### config.mk
export PLATFORM = sky130hd
export DESIGN_NAME = iram_loader
export DESIGN_NICKNAME = d
export VERILOG_FILES = /design/src/rtl/iram_loader.sv
export SDC_FILE = /design/constraint.sdc
export NUM_CORES = 1
export LEC_CHECK = 0
export CAP_MARGIN = 20
export CELL_PAD_IN_SITES_DETAIL_PLACEMENT = 1
export CELL_PAD_IN_SITES_GLOBAL_PLACEMENT = 1
export CORE_MARGIN = 8
export CORE_UTILIZATION = 29
export DETAILED_ROUTE_END_ITERATION = 12
export MAX_ROUTING_LAYER = met4
export PLACE_DENSITY_LB_ADDON = 0.1
export RECOVER_POWER = 25
export SYNTH_ARGS = -nofsm -noshare
export SYNTH_HDL_FRONTEND = slang
export SYNTH_SLANG_ARGS = --single-unit
export TNS_END_PERCENT = 30
### constraint.sdc
create_clock -name clk -period 5.65 [get_ports clk]
set_input_delay 1.13 -clock clk [delete_from_list [all_inputs] [get_ports clk]]
set_output_delay 1.13 -clock clk [all_outputs]
set_load 0.005 [all_outputs]
### src/rtl/iram_loader.sv
// Monitor-side IRAM loader: assembles byte streams into IRAM word writes, streams words
// back out as bytes over the shared read port, and launches the fetch stage.
module iram_loader #(
   parameter int IWIDTH = 12
) (
   input  logic              clk,
   input  logic              rst_n,
   input  logic              cmd_valid,
   output logic              cmd_ready,
   input  logic [1:0]        cmd_op,
   input  logic [IWIDTH-1:0] cmd_adr,
   input  logic [IWIDTH:0]   cmd_len,
   input  logic [29:0]       cmd_start_adr,
   input  logic              rx_valid,
   input  logic [7:0]        rx_data,
   output logic              rx_ready,
   output logic              tx_valid,
   output logic [7:0]        tx_data,
   input  logic              tx_ready,
   output logic [IWIDTH-1:0] i_ram_wadr,
   output logic [31:0]       i_ram_wdata,
   output logic              i_ram_wen,
   output logic [IWIDTH-1:0] i_ram_radr,
   input  logic [31:0]       i_ram_rdata,
   output logic              i_read_sel,
   output logic              cpu_start,
   output logic [29:0]       start_adr,
   output logic              busy
);

   typedef enum logic [2:0] {
      IDLE, WR_BYTE, WR_COMMIT, RD_ADDR, RD_WAIT, RD_SEND, START
   } state_t;

   localparam logic [IWIDTH-1:0] ADR_ONE = 1;
   localparam logic [IWIDTH:0]   CNT_ONE = 1;
   localparam logic [IWIDTH:0]   CNT_ZERO = '0;

   state_t            state;
   logic [IWIDTH-1:0] adr;
   logic [IWIDTH:0]   cnt;
   logic [1:0]        bsel;
   logic [31:0]       wbuf;
   logic [31:0]       rbuf;
   logic [29:0]       sadr;

   always_ff @(posedge clk or negedge rst_n) begin
      if (!rst_n) begin
         state     <= IDLE;
         adr       <= '0;
         cnt       <= '0;
         bsel      <= '0;
         wbuf      <= '0;
         rbuf      <= '0;
         sadr      <= '0;
         start_adr <= '0;
      end else begin
         case (state)
            IDLE: begin
               if (cmd_valid) begin
                  adr  <= cmd_adr;
                  cnt  <= cmd_len;
                  bsel <= 2'd0;
                  sadr <= cmd_start_adr;
                  case (cmd_op)
                     2'b00:   if (cmd_len != CNT_ZERO) state <= WR_BYTE;
                     2'b01:   if (cmd_len != CNT_ZERO) state <= RD_ADDR;
                     2'b10:   state <= START;
                     default: state <= IDLE;
                  endcase
               end
            end
            WR_BYTE: begin
               if (rx_valid) begin
                  wbuf[{bsel, 3'b000} +: 8] <= rx_data;
                  bsel <= bsel + 2'd1;
                  if (bsel == 2'd3) state <= WR_COMMIT;
               end
            end
            WR_COMMIT: begin
               adr  <= adr + ADR_ONE;
               bsel <= 2'd0;
               if (cnt != CNT_ZERO) cnt <= cnt - CNT_ONE;
               state <= (cnt <= CNT_ONE) ? IDLE : WR_BYTE;
            end
            RD_ADDR: state <= RD_WAIT;
            RD_WAIT: begin
               rbuf  <= i_ram_rdata;
               bsel  <= 2'd0;
               state <= RD_SEND;
            end
            RD_SEND: begin
               if (tx_ready) begin
                  bsel <= bsel + 2'd1;
                  if (bsel == 2'd3) begin
                     adr <= adr + ADR_ONE;
                     if (cnt != CNT_ZERO) cnt <= cnt - CNT_ONE;
                     state <= (cnt <= CNT_ONE) ? IDLE : RD_ADDR;
                  end
               end
            end
            START: begin
               start_adr <= sadr;
               state     <= IDLE;
            end
            default: state <= IDLE;
         endcase
      end
   end

   // Every output is a decode of registered state, so no input reaches an output combinationally.
   assign cmd_ready   = (state == IDLE);
   assign busy        = (state != IDLE);
   assign rx_ready    = (state == WR_BYTE);
   assign i_ram_wen   = (state == WR_COMMIT);
   assign i_ram_wadr  = adr;
   assign i_ram_wdata = wbuf;
   assign i_ram_radr  = adr;
   assign i_read_sel  = (state == RD_ADDR) || (state == RD_WAIT) || (state == RD_SEND);
   assign tx_valid    = (state == RD_SEND);
   assign tx_data     = rbuf[{bsel, 3'b000} +: 8];
   assign cpu_start   = (state == START);

endmodule

==> parameters.txt, run 1 <==
Parameter                              Value

Status
  Outcome    finished with violations
  Failing checks    max-capacitance violations, max-slew violations

Critical path
  CP max-delay cell    sky130_fd_sc_hd__clkbuf_1
  WP buf/inv    3
  Endpoint type of the worst setup path    output port
  Worst-path cell chain    or3_1 > clkbuf_1 > inv_1 > clkdlybuf4s50_1
  Largest fanout on the critical path    31
  Kind of launch point of the worst setup path    flop
  Critical path class    flop to output port
  Max incr delay on CP    1.34 ns
  Critical Path AT    3.32 ns
  Category of cells accounting for the largest share of critical-path delay    buffers and inverters
  Critical Path RT    4.52 ns
  Slack of the worst reg-to-reg path    2.33 ns

Die
  Die footprint    0.0301 mm2
  Die Y    174 um
  Width of the die    174 um
  Core region area    0.0243 mm2
  Initial standard-cell utilization of the core    0.296
  Number of top-level design ports    203
  Placement row count    57

Final layout
  Fraction of layout instances using a drive strength above 1    0.179
  FILL cells    2641
  Layout area overhead    39.3%
  Post-layout instance area    0.0100 mm2
  Final layout net count    924
  Finished Core Util    0.412

Global routing
  Aggregate global routing overflow    0
  Met2 usage    0.253
  Routing usage on met3    0.0416
  Combined global-route utilization of all metal layers    0.155
  Global-route wire length before repair    36600 um
  Busiest layer in global routing    met2
  Global Route met1 Usage    0.187
  Initial antenna violation count    3
  Via count of the first global-routing pass    6360
  Maximum number of pins on one net before global-route repair    57

Logic synthesis
  Seq/Total Area, Yosys    0.536
  Leading register cell type out of synthesis    sky130_fd_sc_hd__dfrtp_1
  Post-synth EDFFs    0
  Synthesized area divided by synthesized cell count    11.5 um2
  Register bit count reported by yosys    154
  Syn Nets    739
  Post-synthesis cell count    624
  Post-synthesis instance area    0.00720 mm2
  Unique masters post-synth    60
  Share of async-settable or async-resettable flops after synthesis    1.00
  Number of warning messages in the yosys log    0

Placement
  Gp weighted congestion    0.833
  Placement Cell Area    0.00946 mm2
  Placement Setup Slack    1.89 ns
  I/O Buffers    202
  Detailed placement HPWL    16500 um

STA
  Final count of hold timing violations    0
  Accumulated negative setup slack    0 ns
  Worst Clk Skew    0.0132 ns
  Fmax achieved    225 MHz
  RSZ-0062 raised after global routing    no
  Final worst path period need    4.45 ns
  Endpoints failing setup    0
  Transition time at the pin with the least slew margin    2.39 ns
  Number of pins with negative max-slew slack in the final report    136
  Fraction of the cycle the final worst path needs    0.788
  Headroom to the max-slew limit    -0.591
  Smallest setup slack after layout    1.20 ns

Clock tree
  Number of gates resized after CTS    0
  CTS clock-pin slew for the worst setup and hold paths    0.07 ns
  Maximum buffer depth of the clock tree    2
  Number of clock sinks seen by CTS    154
  H-tree depth reported by CTS    4
  Worst-skew pair later-pin latency    0.43 ns
  CTS tree    yes
  Setup fix buffers added after clock tree synthesis    0
  Cell at the root of the clock tree    sky130_fd_sc_hd__clkbuf_16
  CTS Buf Count    17
  CTS Hold Buffers Added    0

Min path
  Class of the most critical hold timing path    flop to flop

Power and ir drop
  Total power    5.43 mW
  Worst supply voltage drop on vdd    204 uV
  Power Dens Cells    542 mW/mm2
  Leakage power summed over all cells    4.07 nW

Detailed routing
  DRC violation count after routing    0
  Average wire per cell in the routed design    19.3 um
  Detailed-router iteration count before antenna repair    6
  Iteration-0 DRC Markers    201
  Number of nets still failing antenna checks after routing    0
  DRT Wirelength    22200 um
  Via-to-Cell Ratio    4.94
  Via Count    5672

Job
  # Max-Cap Violations    3
==> layout make-up <==
| class | instances | area (um2) | share of cell area |
|---|---|---|---|
| Sequential cell | 154 | 3850 | 0.385 |
| Inverter | 19 | 71.3 | 0.00712 |
| Tap cell | 324 | 405 | 0.0405 |
| Clock buffer | 19 | 433 | 0.0432 |
| Clock inverter | 13 | 133 | 0.0132 |
| Antenna cell | 3 | 7.51 | 0.000749 |
| Multi-Input combinational cell | 407 | 3050 | 0.305 |
| Timing Repair Buffer | 210 | 2060 | 0.206 |
==> Yosys cell counts, types with 3 or more instances <==
cell	instances	area share
sky130_fd_sc_hd__a31oi_1	3	0.0026
sky130_fd_sc_hd__nand4_1	4	0.0035
sky130_fd_sc_hd__nor2_1	14	0.0073
sky130_fd_sc_hd__nor4_1	4	0.0035
sky130_fd_sc_hd__or3_1	3	0.0026
sky130_fd_sc_hd__buf_1	4	0.0021
sky130_fd_sc_hd__mux4_2	8	0.025
sky130_fd_sc_hd__inv_1	19	0.0099
sky130_fd_sc_hd__buf_4	12	0.013
sky130_fd_sc_hd__mux2_2	93	0.15
sky130_fd_sc_hd__and3_1	3	0.0026
sky130_fd_sc_hd__mux2i_1	3	0.0042
sky130_fd_sc_hd__nor3b_1	4	0.0042
sky130_fd_sc_hd__a22oi_1	4	0.0042
sky130_fd_sc_hd__o2bb2ai_1	3	0.0037
sky130_fd_sc_hd__buf_2	10	0.0070
sky130_fd_sc_hd__o22a_1	3	0.0037
sky130_fd_sc_hd__o21ai_0	50	0.035
sky130_fd_sc_hd__clkbuf_1	17	0.0089
sky130_fd_sc_hd__o211ai_1	7	0.0073
sky130_fd_sc_hd__a2bb2oi_1	5	0.0061
sky130_fd_sc_hd__o22ai_1	7	0.0061
sky130_fd_sc_hd__nand2_1	82	0.043
sky130_fd_sc_hd__ha_1	13	0.023
sky130_fd_sc_hd__nor3_1	13	0.0090
sky130_fd_sc_hd__o2111ai_1	5	0.0061
sky130_fd_sc_hd__o221ai_1	4	0.0049
sky130_fd_sc_hd__dfrtp_1	154	0.54
sky130_fd_sc_hd__a221oi_1	4	0.0049
sky130_fd_sc_hd__nand3_1	18	0.013
sky130_fd_sc_hd__a21oi_1	15	0.010
==> path summary, 6_finish.rpt <==
check,start,end,depth (start not counted)
worst max-delay path,state[0]$_DFFE_PN0P_,cpu_start,4
worst min-delay path,i_ram_wdata[0]$_DFFE_PN0P_,i_ram_wdata[0]$_DFFE_PN0P_,2
worst max register to register,bsel[0]$_DFFE_PN0P_,cnt[1]$_DFFE_PN0P_,5
worst min register to register,i_ram_wdata[0]$_DFFE_PN0P_,i_ram_wdata[0]$_DFFE_PN0P_,2
max in group asynchronous,rst_n,bsel[0]$_DFFE_PN0P_,2
min in group asynchronous,rst_n,i_ram_wdata[7]$_DFFE_PN0P_,1
==> per-stage QoR <==
step / instances / hold slack (ns)
after detailed placement: 1113 / 0.477
after global placement: 1113 / 0.462
after CTS: 1145 / 0.494
final: 1149 / 0.487
after floorplan: 624 / 0.473
after global routing: 1149 / 0.514
==> registers in the layout, indices dropped and copies added (netlist names) <==
register,cells
bsel,2
state,3
sadr,30
i_ram_radr,12
i_ram_wdata,32
cnt,13
start_adr,30
rbuf,32
==> power breakdown <==
part | switching, mW | internal, mW
Combinational | 0.967 | 1.32
Clock | 0.493 | 0.619
Sequential | 0.429 | 1.61
==> routing by layer <==
metal / wire length (um) / up-vias / share of wire
li1: - / 2636 / -
met1: 9760 / 2890 / 0.44
met2: 11100 / 126 / 0.50
met3: 1040 / 20 / 0.047
met4: 287 / 0 / 0.013
met5: 0 / - / 0
==> logic make-up after synthesis <==
family | count (synthesis) | share of synthesized area
AND/OR/NAND/NOR | 158 | 0.104
adder cells (fa/ha/maj) | 13 | 0.0226
flip-flops | 154 | 0.536
AO/OA/AOI/OAI | 132 | 0.121
buffers and inverters | 63 | 0.0419
multiplexers | 104 | 0.175
==> placed cells by master (no fill, tap or decap), drive strengths merged, types with 2 or more instances in the layout <==
| cell | instances |
|---|---|
| nor3b | 4 |
| a22oi | 4 |
| a21oi | 15 |
| nor4 | 5 |
| o22ai | 7 |
| a221o | 2 |
| a31oi | 3 |
| and3 | 3 |
| o32ai | 2 |
| mux2i | 3 |
| o21ai | 52 |
| o221ai | 4 |
| or4 | 2 |
| buf | 5 |
| a22o | 2 |
| or3 | 3 |
| dfrtp | 154 |
| o22a | 3 |
| mux2 | 93 |
| nand3 | 18 |
| nand4 | 4 |
| o2111ai | 5 |
| nand3b | 2 |
| o2bb2ai | 3 |
| ha | 13 |
| mux4 | 8 |
| clkinvlp | 3 |
| nor3 | 13 |
| clkinv | 3 |
| clkdlybuf4s50 | 201 |
| a2bb2oi | 5 |
| inv | 25 |
| a221oi | 4 |
| nor2 | 14 |
| clkbuf | 23 |
| o211ai | 7 |
| diode | 3 |
| o2bb2a | 2 |
| nand2 | 82 |
==> worst min-delay path, stage by stage (launching register included) <==
cell and delay (ns):
sky130_fd_sc_hd__dfrtp_1 0.35, sky130_fd_sc_hd__nand2_1 0.05, sky130_fd_sc_hd__o21ai_0 0.06
Note: power is estimated with default switching activity, not from simulation.
==> run 2: changes to the inputs <==
clock period = 4.4 ns   (was 5.65 ns; I/O delays follow)
==> run 2 against run 1 <==
Effect of this change:
- the flow still finishes with violations (max-capacitance violations, max-slew violations)
- combinational power grew 30%
- worst hold slack lost 0.0011 ns
- final area grew 0.50%
- clock skew shrank 0.0023 ns
- clock power grew 34%
- global-route usage grew 0.31 points
- die area is the same
- cell count is the same
- first-iteration DRC count grew 24%
- setup slack lost 0.50 ns
- critical path type unchanged
- largest power group unchanged
==> parameters.txt, run 2 (synthesis results as in run 1) <==
Parameter                              Value

Status
  Outcome    finished with violations
  Failing checks    max-capacitance violations, max-slew violations

Detailed routing
  DRT Wirelength    22800 um (+2.7%)
  Via Count    5584 (-1.6%)
  Iteration-0 DRC Markers    250 (+24%)
  Average wire per cell in the routed design    19.8 um (+2.7%)
  Detailed-router iteration count before antenna repair    4 (-2)
  DRC violation count after routing    0 (unchanged)
  Via-to-Cell Ratio    4.86 (-1.6%)
  Number of nets still failing antenna checks after routing    0 (unchanged)

Clock tree
  Cell at the root of the clock tree    sky130_fd_sc_hd__clkbuf_16
  CTS Buf Count    17 (unchanged)
  Worst-skew pair later-pin latency    0.43 ns (about the same)
  CTS Hold Buffers Added    0 (unchanged)
  CTS clock-pin slew for the worst setup and hold paths    0.07 ns (about the same)
  Setup fix buffers added after clock tree synthesis    0 (unchanged)
  Number of clock sinks seen by CTS    154 (unchanged)
  Number of gates resized after CTS    0 (unchanged)
  H-tree depth reported by CTS    4 (unchanged)
  Maximum buffer depth of the clock tree    2 (unchanged)
  CTS tree    yes

Die
  Core region area    0.0243 mm2 (unchanged)
  Placement row count    57 (unchanged)
  Die Y    174 um (unchanged)
  Die footprint    0.0301 mm2 (unchanged)
  Initial standard-cell utilization of the core    0.296 (unchanged)
  Number of top-level design ports    203 (unchanged)
  Width of the die    174 um (unchanged)

Final layout
  Final layout net count    925 (+0.11%)
  Leading cell type in the layout, fill and taps excluded    sky130_fd_sc_hd__clkdlybuf4s50_1
  Fraction of layout instances using a drive strength above 1    0.182 (+0.00343)
  Commonest non-fill, non-tap cells in the layout    201 x sky130_fd_sc_hd__clkdlybuf4s50_1, 154 x sky130_fd_sc_hd__dfrtp_1, 93 x sky130_fd_sc_hd__mux2_2
  FILL cells    2615 (-0.98%)
  Layout area overhead    40.0%
  Finished Core Util    0.414 (+0.00206)

Power and ir drop
  Seq pwr share    0.371 (-0.004)
  Clk network pwr share    0.211 (+0.006)
  Worst supply voltage drop on vdd    265 uV (+30%)
  Total power    7.07 mW (+30%)
  Net Sw Frac    0.348 (-0.000436)
  Share of total power in combinational logic    0.418 (-0.003)
  Internal power contribution    4.61 mW (+30%)
  Net switching component of the power    2.46 mW (+30%)
  Power Dens Cells    702 mW/mm2 (+30%)
  Leakage power summed over all cells    4.09 nW (+0.65%)

Global routing
  Via count of the first global-routing pass    6279 (-1.3%)
  Combined global-route utilization of all metal layers    0.158 (+0.00306)
  Initial antenna violation count    2 (-1)
  Global-route wire length before repair    37000 um (+0.96%)
  Maximum number of pins on one net before global-route repair    102 (+79%)
  Aggregate global routing overflow    0 (unchanged)

Critical path
  Endpoint type of the worst setup path    output port
  Kind of launch point of the worst setup path    flop
  Largest fanout on the critical path    22 (-29%)
  Critical Path AT    2.82 ns (-0.50 ns)
  Critical Path RT    3.52 ns (-1.00 ns)
  Critical path class    flop to output port

Placement
  Gp weighted congestion    0.846 (+1.6%)
  Placement Setup Slack    1.20 ns (-0.686 ns)
  I/O Buffers    202 (unchanged)
  Detailed placement HPWL    16700 um (+1.4%)

STA
  Endpoints failing setup    0 (unchanged)
  Accumulated negative setup slack    0 ns (unchanged)
  Transition time at the pin with the least slew margin    2.63 ns (+0.248 ns)
  Smallest setup slack after layout    0.699 ns (-0.500 ns)
  Number of pins with negative max-slew slack in the final report    101 (-26%)
  Fraction of the cycle the final worst path needs    0.841
  RSZ-0062 raised after global routing    no
  Final count of hold timing violations    0 (unchanged)
  Headroom to the max-slew limit    -0.756 (-0.165)
  Final worst path period need    3.70 ns
  Fmax achieved    270 MHz
  Worst Clk Skew    0.0109 ns (-0.00229 ns)

Min path
  Class of the most critical hold timing path    flop to flop

Job
  # Max-Cap Violations    1 (-2)
[run 2: worst paths after layout]
check / startpoint / to / cells after the start / slack [ns]
min in group asynchronous: rst_n / i_ram_wdata[6]$_DFFE_PN0P_ / 1 / 1.26
max in group asynchronous: rst_n / cnt[3]$_DFFE_PN0P_ / 1 / 1.59
max reg2reg: bsel[0]$_DFFE_PN0P_ / cnt[1]$_DFFE_PN0P_ / 5 / 1.42
max: state[0]$_DFFE_PN0P_ / tx_valid / 3 / 0.70
min: i_ram_wdata[0]$_DFFE_PN0P_ / i_ram_wdata[0]$_DFFE_PN0P_ / 2 / 0.49
min reg2reg: i_ram_wdata[0]$_DFFE_PN0P_ / i_ram_wdata[0]$_DFFE_PN0P_ / 2 / 0.49
[run 2: critical path, cell delays in order, from the launching register on]
cell and delay (ns):
sky130_fd_sc_hd__dfrtp_1 0.76, sky130_fd_sc_hd__nand3b_1 0.47, sky130_fd_sc_hd__inv_1 0.54, sky130_fd_sc_hd__clkdlybuf4s50_1 0.62
[run 2: layer usage]
layer / up-vias / wire, um / track usage
met1: 2814 / 10100 / 0.188
met5: - / 0 / -
met4: 0 / 206 / 0.0388
met3: 15 / 944 / 0.0383
met2: 121 / 11600 / 0.266
li1: 2634 / - / -
[run 2: cell type report]
class,instances,area [um2],share of cell area
Sequential cell,154,3850,0.383
Multi-Input combinational cell,407,3050,0.303
Timing Repair Buffer,211,2090,0.208
Clock buffer,19,433,0.0430
Tap cell,324,405,0.0403
Clock inverter,13,155,0.0154
Inverter,19,71.3,0.00708
Antenna cell,2,5.00,0.000497
[run 2: power by group through the flow]
stage | Sequential, mW | Clock, mW | Combinational, mW
floorplan | 2.44 | 0 | 1.68
global placement | 2.60 | 0 | 2.92
detailed placement | 2.65 | 0 | 3.00
CTS | 2.63 | 1.54 | 3.01
global route | 2.73 | 1.60 | 3.24
finish | 2.62 | 1.49 | 2.96
[run 2: metrics by stage]
stage	area, um2	cells	hold slack (ns)
after floorplan	7200	624	0.473
after global placement	9480	1114	0.461
after detailed placement	9480	1114	0.478
after CTS	10100	1146	0.495
after global routing	10100	1149	0.508
final	10100	1149	0.486
==> run 3: changes to the inputs <==
clock period = 3.48 ns   (was 4.4 ns; I/O delays follow)
==> run 3 against run 2 <==
Effect of this change:
- the run still ends with max-capacitance violations, max-slew violations left
- via count up 1.6%
- clock skew increased by 0.0053 ns
- critical path depth down 1
- clock power up 26%
- setup slack worse by 0.29 ns
- sequential cell count stayed put
- utilization increased by 0.33 points
- global-route usage barely moved
- cell count up 0.87%
- critical path type unchanged
- critical endpoint is now tx_data[5]
- largest power group unchanged
==> parameters.txt, run 3 (synthesis results as in run 1) <==
Parameter                              Value

Status
  Outcome    finished with violations
  Failing checks    max-capacitance violations, max-slew violations

Clock tree
  Number of gates resized after CTS    0 (unchanged)
  Maximum buffer depth of the clock tree    2 (unchanged)
  Setup fix buffers added after clock tree synthesis    0 (unchanged)
  Cell at the root of the clock tree    sky130_fd_sc_hd__clkbuf_16
  CTS clock-pin slew for the worst setup and hold paths    0.07 ns (about the same)
  Worst-skew pair later-pin latency    0.42 ns (about the same)
  CTS tree    yes
  CTS Hold Buffers Added    0 (unchanged)
  CTS Buf Count    17 (unchanged)
  Number of clock sinks seen by CTS    154 (unchanged)
  H-tree depth reported by CTS    4 (unchanged)

STA
  Final count of hold timing violations    0 (unchanged)
  Final worst path period need    3.07 ns
  Headroom to the max-slew limit    -0.248 (+0.508)
  Smallest setup slack after layout    0.406 ns (-0.293 ns)
  RSZ-0062 raised after global routing    no
  Fmax achieved    325 MHz
  Transition time at the pin with the least slew margin    1.87 ns (-0.762 ns)
  Accumulated negative setup slack    0 ns (unchanged)
  Worst Clk Skew    0.0163 ns (+0.00533 ns)
  Fraction of the cycle the final worst path needs    0.883
  Endpoints failing setup    0 (unchanged)
  Number of pins with negative max-slew slack in the final report    31 (-69%)

Detailed routing
  Uppermost routed layer    met4
  Met2 WL post-DR    11700 um (+1.4%)
  Via-to-Cell Ratio    4.90 (+0.74%)
  DRT Wirelength    22800 um (about the same)
  Iteration-0 DRC Markers    279 (+12%)
  DRC violation count after routing    0 (unchanged)
  Detailed-router iteration count before antenna repair    4 (unchanged)
  Average wire per cell in the routed design    19.7 um (-0.81%)
  Routed met1 length    9610 um (-4.5%)
  Number of nets still failing antenna checks after routing    0 (unchanged)
  Via Count    5674 (+1.6%)
  Met3 Routed Length    1110 um (+18%)

Critical path
  Endpoint type of the worst setup path    output port
  Worst-path cell chain    mux4_2 > clkdlybuf4s50_1
  Critical Path AT    2.38 ns (-0.44 ns)
  Endpoint of the lowest-slack register-to-register path    i_ram_wdata[31]$_DFFE_PN0P_
  Max incr delay on CP    0.87 ns (+0.11 ns)
  Category of cells accounting for the largest share of critical-path delay    flip-flops
  Critical Path RT    2.78 ns (-0.74 ns)
  Worst r2r path cells    5 (unchanged)
  CP max-delay cell    sky130_fd_sc_hd__dfrtp_1
  CP startpoint    bsel[0]$_DFFE_PN0P_
  Slack of the worst reg-to-reg path    0.66 ns (-0.76 ns)
  Kind of launch point of the worst setup path    flop
  R2R Path Start    bsel[0]$_DFFE_PN0P_
  Critical path class    flop to output port
  WP buf/inv    1 (-1)
  Largest fanout on the critical path    14 (-36%)

Placement
  Gp weighted congestion    0.845 (-0.12%)
  Cell total after placement    1125 (+0.99%)
  Placement Setup Slack    0.586 ns (-0.616 ns)
  Detailed placement HPWL    17100 um (+2.4%)
  I/O Buffers    202 (unchanged)

Die
  Width of the die    174 um (unchanged)
  Die Y    174 um (unchanged)
  Core region area    0.0243 mm2 (unchanged)
  Number of top-level design ports    203 (unchanged)
  Die footprint    0.0301 mm2 (unchanged)
  Initial standard-cell utilization of the core    0.296 (unchanged)
  Placement row count    57 (unchanged)

Min path
  Beginning of the worst hold path    i_ram_wdata[15]$_DFFE_PN0P_
  Class of the most critical hold timing path    flop to flop
  End point of the worst hold path    i_ram_wdata[15]$_DFFE_PN0P_
  Hold Path Depth    2 (unchanged)

Global routing
  Maximum number of pins on one net before global-route repair    92 (-9.8%)
  Combined global-route utilization of all metal layers    0.158 (-0.000269)
  Via count of the first global-routing pass    6405 (+2.0%)
  Initial antenna violation count    2 (unchanged)
  Aggregate global routing overflow    0 (unchanged)
  Global-route wire length before repair    37000 um (+0.17%)

Final layout
  Commonest non-fill, non-tap cells in the layout    201 x sky130_fd_sc_hd__clkdlybuf4s50_1, 154 x sky130_fd_sc_hd__dfrtp_1, 93 x sky130_fd_sc_hd__mux2_2
  Fraction of layout instances using a drive strength above 1    0.193 (+0.0110)
  Post-route non-filler standard cell count    1159 (+0.87%)
  Layout area overhead    41.1%
  FILL cells    2607 (-0.31%)
  Area occupied by multi-input gates    0.00305 mm2 (unchanged)
  Final layout net count    935 (+1.1%)
  Sequential Area    0.00385 mm2 (unchanged)
  Finished Core Util    0.417 (+0.00329)
  Leading cell type in the layout, fill and taps excluded    sky130_fd_sc_hd__clkdlybuf4s50_1

Power and ir drop
  Leakage power summed over all cells    4.15 nW (+1.4%)
  Worst supply voltage drop on vdd    356 uV (+34%)
  Power Dens Cells    886 mW/mm2 (+26%)

Job
  # Max-Cap Violations    1 (unchanged)
## run 3: final cells by class
class,count,share of cell area
flip-flops and latches,154,0.380
multi-input cells,407,0.301
repair buffers,221,0.214
clock buffers,18,0.0433
well taps,324,0.0399
clock inverters,14,0.0153
inverters,19,0.00703
diodes,2,0.000493
## run 3: metrics by stage
step,area [um2],hold slack [ns],power [mW]
CTS,10200,0.144,9.15
floorplan,7200,0.400,5.21
global placement,9560,0.461,7.06
detailed placement,9560,0.476,7.22
finish,10200,0.480,8.99
global route,10200,0.503,9.65
## run 3: worst max path at each step
stage / to / slack [ns] / cells past startpoint
after floorplan: tx_data[0] / 1.34 / 2
after global placement: tx_data[6] / 0.80 / 2
after detailed placement: i_ram_wdata[31]$_DFFE_PN0P_ / 0.59 / 5
after CTS: tx_data[5] / 0.31 / 2
after global routing: tx_data[5] / 0.23 / 2
final: tx_data[5] / 0.41 / 2
## run 3: worst reg2reg max path: stages, from the launching register on
cell,delay [ns]
sky130_fd_sc_hd__dfrtp_1,0.87
sky130_fd_sc_hd__inv_1,0.32
sky130_fd_sc_hd__ha_1,0.43
sky130_fd_sc_hd__nor3_1,0.73
sky130_fd_sc_hd__nand2_1,0.15
sky130_fd_sc_hd__o21ai_0,0.23
## run 3: power breakdown
part	total, mW	internal, mW	switching, mW
Clock	1.88	1.04	0.839
Sequential	3.27	2.61	0.666
Combinational	3.84	2.21	1.63
Total	8.99	5.85	3.14
## run 3: metal layers
layer / vias up / GRT usage
li1: 2666 / -
met1: 2847 / 0.183
met2: 139 / 0.268
met3: 22 / 0.0375
met4: 0 / 0.0481
met5: - / -
